## config.mk

```make
export PLATFORM = sky130hd
export DESIGN_NAME = imm_decode_stage
export DESIGN_NICKNAME = d
export VERILOG_FILES = /design/src/rtl/imm_pkg.sv /design/src/rtl/imm_extract.sv /design/src/rtl/imm_decode_stage.sv
export SDC_FILE = /design/constraint.sdc
export NUM_CORES = 1
export LEC_CHECK = 0
export ABC_AREA = 1
export BUFFER_PORTS_ARGS = -buffer_cell sky130_fd_sc_hd__buf_2
export CAP_MARGIN = 20
export CELL_PAD_IN_SITES_DETAIL_PLACEMENT = 1
export CELL_PAD_IN_SITES_GLOBAL_PLACEMENT = 2
export CORE_MARGIN = 10
export CORE_UTILIZATION = 36
export CTS_BUF_LIST = sky130_fd_sc_hd__clkbuf_8
export DETAILED_ROUTE_END_ITERATION = 10
export PLACE_DENSITY = 0.86
export SLEW_MARGIN = 20
export SYNTH_ARGS = -nofsm -noshare
export SYNTH_HDL_FRONTEND = slang
export SYNTH_SLANG_ARGS = --single-unit
```

## constraint.sdc

```tcl
create_clock -name i_clk -period 4.9 [get_ports i_clk]
set_clock_uncertainty 0.05 [all_clocks]
set_input_delay 1.225 -clock i_clk [delete_from_list [all_inputs] [get_ports i_clk]]
set_output_delay 1.225 -clock i_clk [all_outputs]
set_load 0.05 [all_outputs]
```

## src/rtl/imm_pkg.sv

```systemverilog
// rtl/imm_pkg.sv - shared types and opcode constants for the immediate-decode stage
package imm_pkg;

  typedef enum logic [2:0] {
    IMM_NONE  = 3'd0,
    IMM_I     = 3'd1,
    IMM_S     = 3'd2,
    IMM_B     = 3'd3,
    IMM_J     = 3'd4,
    IMM_U     = 3'd5,
    IMM_SHAMT = 3'd6
  } imm_type_e;

  localparam logic [6:0] OPCODE_I         = 7'b0010011;
  localparam logic [6:0] OPCODE_LOAD      = 7'b0000011;
  localparam logic [6:0] OPCODE_STORE     = 7'b0100011;
  localparam logic [6:0] OPCODE_BRANCH    = 7'b1100011;
  localparam logic [6:0] OPCODE_JALR      = 7'b1100111;
  localparam logic [6:0] OPCODE_JAL       = 7'b1101111;
  localparam logic [6:0] OPCODE_AUIPC     = 7'b0010111;
  localparam logic [6:0] OPCODE_LUI       = 7'b0110111;
  localparam logic [6:0] OPCODE_PIM       = 7'b0001011;
  localparam logic [6:0] OPCODE_OP_IMM_32 = 7'b0011011;
  localparam logic [6:0] OPCODE_OP        = 7'b0110011;
  localparam logic [6:0] OPCODE_SYSTEM    = 7'b1110011;
  localparam logic [6:0] OPCODE_MISC_MEM  = 7'b0001111;

  localparam logic [2:0] FUNCT3_SL = 3'b001;
  localparam logic [2:0] FUNCT3_SR = 3'b101;

  localparam int XLEN_MAX = 64;

  // Widest-case entry; narrower datapaths use the low XLEN bits.
  typedef struct packed {
    logic [XLEN_MAX-1:0] imm;
    imm_type_e           imm_type;
    logic [XLEN_MAX-1:0] target;
    logic [XLEN_MAX-1:0] pc;
    logic                illegal;
  } entry_t;

endpackage

```

## src/rtl/imm_extract.sv

```systemverilog
// rtl/imm_extract.sv - combinational immediate extraction and format classification
module imm_extract
  import imm_pkg::*;
#(
  parameter int XLEN   = 32,
  parameter bit PIM_EN = 1'b1
) (
  input  logic [31:0]     instr,
  output logic [XLEN-1:0] imm,
  output imm_type_e       imm_type,
  output logic            illegal
);

  logic [6:0] opcode;
  logic [2:0] funct3;
  logic       is_shift;

  assign opcode   = instr[6:0];
  assign funct3   = instr[14:12];
  assign is_shift = (funct3 == FUNCT3_SL) || (funct3 == FUNCT3_SR);

  always_comb begin
    imm      = '0;
    imm_type = IMM_NONE;
    illegal  = 1'b0;
    case (opcode)
      OPCODE_I: begin
        if (is_shift) begin
          // funct7 is excluded so the SRAI marker bit never reaches the immediate
          imm      = (XLEN == 64) ? XLEN'(instr[25:20]) : XLEN'(instr[24:20]);
          imm_type = IMM_SHAMT;
        end else begin
          imm      = {{(XLEN-12){instr[31]}}, instr[31:20]};
          imm_type = IMM_I;
        end
      end
      OPCODE_LOAD, OPCODE_JALR: begin
        imm      = {{(XLEN-12){instr[31]}}, instr[31:20]};
        imm_type = IMM_I;
      end
      OPCODE_STORE: begin
        imm      = {{(XLEN-12){instr[31]}}, instr[31:25], instr[11:7]};
        imm_type = IMM_S;
      end
      OPCODE_PIM: begin
        if (PIM_EN) begin
          imm      = {{(XLEN-12){instr[31]}}, instr[31:25], instr[11:7]};
          imm_type = IMM_S;
        end else begin
          illegal = 1'b1;
        end
      end
      OPCODE_BRANCH: begin
        imm      = {{(XLEN-12){instr[31]}}, instr[7], instr[30:25], instr[11:8], 1'b0};
        imm_type = IMM_B;
      end
      OPCODE_JAL: begin
        imm      = {{(XLEN-20){instr[31]}}, instr[19:12], instr[20], instr[30:21], 1'b0};
        imm_type = IMM_J;
      end
      OPCODE_LUI, OPCODE_AUIPC: begin
        imm      = XLEN'($signed({instr[31:12], 12'b0}));
        imm_type = IMM_U;
      end
      OPCODE_OP_IMM_32: begin
        if (XLEN == 64) begin
          if (is_shift) begin
            imm      = XLEN'(instr[24:20]);
            imm_type = IMM_SHAMT;
          end else begin
            imm      = {{(XLEN-12){instr[31]}}, instr[31:20]};
            imm_type = IMM_I;
          end
        end else begin
          illegal = 1'b1;
        end
      end
      OPCODE_OP, OPCODE_SYSTEM, OPCODE_MISC_MEM: ;
      default: illegal = 1'b1;
    endcase
  end

endmodule

```

## src/rtl/imm_decode_stage.sv

```systemverilog
// rtl/imm_decode_stage.sv - registered immediate-decode stage with PC-relative target and skid buffer
module imm_decode_stage
  import imm_pkg::*;
#(
  parameter int XLEN    = 32,
  parameter bit PIM_EN  = 1'b1,
  parameter bit SKID_EN = 1'b1
) (
  input  logic            i_clk,
  input  logic            i_rst_n,
  input  logic            i_flush,
  input  logic            i_valid,
  output logic            o_ready,
  input  logic [31:0]     i_instr,
  input  logic [XLEN-1:0] i_pc,
  output logic            o_valid,
  input  logic            i_ready_out,
  output logic [XLEN-1:0] o_imm,
  output imm_type_e       o_imm_type,
  output logic [XLEN-1:0] o_target,
  output logic [XLEN-1:0] o_pc,
  output logic            o_illegal
);

  typedef struct packed {
    logic [XLEN-1:0] imm;
    imm_type_e       imm_type;
    logic [XLEN-1:0] target;
    logic [XLEN-1:0] pc;
    logic            illegal;
  } stage_entry_t;

  logic [XLEN-1:0] ext_imm;
  imm_type_e       ext_type;
  logic            ext_illegal;
  logic            has_target;
  stage_entry_t    new_e, main_q, skid_q;
  logic            main_v, skid_v;
  logic            in_xfer, out_xfer;

  imm_extract #(.XLEN(XLEN), .PIM_EN(PIM_EN)) u_extract (
    .instr    (i_instr),
    .imm      (ext_imm),
    .imm_type (ext_type),
    .illegal  (ext_illegal)
  );

  assign has_target = (ext_type == IMM_B) || (ext_type == IMM_J) ||
                      ((ext_type == IMM_U) && (i_instr[6:0] == OPCODE_AUIPC));

  assign new_e.imm      = ext_imm;
  assign new_e.imm_type = ext_type;
  assign new_e.target   = has_target ? (i_pc + ext_imm) : '0;
  assign new_e.pc       = i_pc;
  assign new_e.illegal  = ext_illegal;

  // With the skid buffer, ready depends only on the skid flop so it is a clean register output.
  assign o_ready  = SKID_EN ? !skid_v : (!main_v || i_ready_out);
  assign in_xfer  = i_valid && o_ready;
  assign out_xfer = main_v && i_ready_out;

  always_ff @(posedge i_clk or negedge i_rst_n) begin
    if (!i_rst_n) begin
      main_q <= '0;
      skid_q <= '0;
      main_v <= 1'b0;
      skid_v <= 1'b0;
    end else if (i_flush) begin
      main_v <= 1'b0;
      skid_v <= 1'b0;
    end else if (main_v && !out_xfer) begin
      if (in_xfer) begin
        skid_q <= new_e;
        skid_v <= 1'b1;
      end
    end else if (skid_v) begin
      main_q <= skid_q;
      skid_v <= 1'b0;
    end else if (in_xfer) begin
      main_q <= new_e;
      main_v <= 1'b1;
    end else begin
      main_v <= 1'b0;
    end
  end

  assign o_valid    = main_v;
  assign o_imm      = main_q.imm;
  assign o_imm_type = main_q.imm_type;
  assign o_target   = main_q.target;
  assign o_pc       = main_q.pc;
  assign o_illegal  = main_q.illegal;

endmodule

```

==> out/results.ini <==
[yosys]
yosysMostFrequentCell = nand2_1
synth.distinct_cells = 38
synth_top_area_cell = dfrtp_1
synth_nets = 1644
avgSynthCellArea_um2 = 7.28
synth_edf_count = 0
synthFlopType = dfrtp_1
ys_top_cells_by_area = dfrtp_1 (45%), nand2_1 (17%), o21ai_0 (11%)
synth_cells = 1543
yosys-top-cells-count = nand2_1 (496), o21ai_0 (238), dfrtp_1 (202), inv_1 (147), nor2_1 (115)
synth_top_area_share_pct = 45.0
ys_warn_count = 0
ys_ff_latch = 202
async_flop_share_pct = 100
synth_seq_area_share_pct = 45.0
syn_area_um2 = 11200

[timing]
period_needed_ps = 4470
maxSlewViolCount = 0
period_share_pct = 91.3
rsz0062_at_grt = false
max_freq_mhz = 224
setup_tns_ps = 0
relSlewSlack_pct = 38.6
setup_slack_ps = 426
setup_violations = 0
finalHoldViolCount = 0
worstMarginPinSlew_ps = 911
hold-worst-slack_ps = 421

[job]
cap_violations = 0

[pwr]
combPwrFrac_pct = 22.2
seq_power_share_pct = 43.5
power_density_nw_per_um2 = 353
p_sw_share_pct = 34.8
leakagePower_nw = 7.39
ir_worst_vdd_mv = 0.179
clkPwrFrac_pct = 34.2
switchingPower_mw = 1.63
internal_power_mw = 3.05

[routing]
drc = 0
wl_per_cell_um = 19.7
num_vias = 10800
wl_um = 41800
antenna_left = 0
avgViaCountPerCell = 5.07
drtPass1Iterations = 5
detail_route.iter0.violations = 681

[clocking]
clk_latency_ps = 530
numCtsBuffers = 39
cts_resized = 0
cts_tree = done
cts.clk_slew.worst_paths_ps = 60
clock_sinks = 202
cts_root_buf = clkbuf_8
cts_hold_buf = 0
clockBufferDepth = 3
post_cts_buffers = 0
h-tree-depth = 2

[critical_path]
setup.worst_path.class = in -> reg
worstSetupStartpointType = input port
end_kind = flip-flop
cp_max_fo = 5
cp_data_arrival_time_ps = 4850
crit_required_ps = 5280

[grt]
grt_first_pass_wirelength_um = 65500
grt.overflow.total = 0
grt-busiest-layer = met2
grtUsageMet2_pct = 34.7
antenna_found_initial = 1
grt_usage_pct = 21.3
grt_util_met3_pct = 3.38
grt_max_degree = 119
use_met1_pct = 29.2
grt_pass1_vias = 11300

[floorplanning]
die_w_um = 197
rows = 64
die_height_um = 197
io_pins = 171
core_um2 = 30700
die_area_um2 = 38700
start_util_pct = 36.6

[status]
status = finished clean

[placement]
hpwlAfterDp_um = 31900
place_ws_ps = -33.4
gp_congestion = 0.878
dpl-instance-area_um2 = 12500
portBuffers = 170

[layout]
antenna_cells = 0
finish.utilization_pct = 43.2
syn2layout_area_growth_pct = 17.9
drive_above_1_share_pct = 16.3
final_cell_area_um2 = 13200
final_nets = 1807
fillers = 3920

[min_path]
timing.hold.worst.class = reg -> reg

-- cells by family (layout without fill, tap and decap cells) --
kind of cell,Yosys count,count (layout),synth area share [%]
xor+xnor,4,4,0.312
buf+inv,220,408,7.62
fa+ha+maj,32,32,3.63
simple gates,738,738,27.3
compound gates,347,347,16.1
flops,202,202,45.0
-- worst max-delay path, cell delays in order --
cell	delay, ps
buf_2	130
inv_1	120
nand2_1	80
nor2_1	170
nand2_1	110
nand2_1	100
inv_1	80
o21ai_0	720
ha_1	410
fa_1	310
nand3_1	100
nand2_1	180
nand2_1	70
nand2_1	200
nand2_1	80
nand2_1	140
nand2_1	90
nand3b_1	90
nand3_1	180
o21ai_0	260
-- layout by cell type (no fill, tap or decap), types with 9 or more instances in the layout --
cell type,instances
buf_4,19
clkbuf_8,45
ha_1,31
a31oi_1,9
inv_1,161
nand4_1,10
o21ai_1,13
nor2_1,114
a21oi_1,64
nand3_1,69
dfrtp_1,201
buf_2,169
nand2_1,495
o21ai_0,238
nor3_1,12
-- power groups by stage --
stage / Clock (mW) / Combinational [mW] / Sequential (mW)
final: 1.60 / 1.04 / 2.03
after detailed placement: 0 / 1.05 / 2.06
after global routing: 1.72 / 1.15 / 2.06
after floorplan: 0 / 0.380 / 2.37
after global placement: 0 / 1.03 / 2.05
after CTS: 1.65 / 1.05 / 2.03
-- layer usage --
metal | part of all wire, % | up-vias | wire (µm)
met5 | 0.031 | - | 13
met2 | 46 | 195 | 19200
li1 | - | 5308 | -
met1 | 48 | 5229 | 20000
met3 | 4.0 | 58 | 1680
met4 | 2.1 | 2 | 869
-- registers in the layout, summed over array words and instances, names as in the netlist --
name and flops:
skid_q 100, o_imm 32, o_pc 32, o_target 32, o_imm_type 3, o_illegal 1, o_valid 1, skid_v 1
-- area by class of cell --
type	instances	area, µm²	share of cell area [%]
multi-input cells	1121	5340	40.3
flip-flops and latches	202	5060	38.2
repair buffers	192	1060	8.02
clock buffers	44	606	4.57
inverters	150	567	4.28
well taps	396	495	3.74
clock inverters	22	121	0.916
-- stage by stage --
step / instances / power, mW
final: 2127 / 4.67
after global placement: 2061 / 3.07
after CTS: 2127 / 4.74
after detailed placement: 2061 / 3.11
after global routing: 2127 / 4.94
after floorplan: 1543 / 2.75
-- worst paths after layout --
path / start / endpoint / slack (ps) / cells after the start
min in group asynchronous: i_rst_n / o_imm_type[2] / 680 / 1
setup / recovery: i_instr[6] / skid_q[49] / 430 / 20
max in group asynchronous: i_rst_n / o_imm[31] / 3140 / 2
setup reg to reg: o_valid / o_imm[13] / 2350 / 9
hold / removal: o_target[28] / o_target[28] / 420 / 2
hold reg to reg: o_target[28] / o_target[28] / 420 / 2
Power figures use the tool's default switching activity.
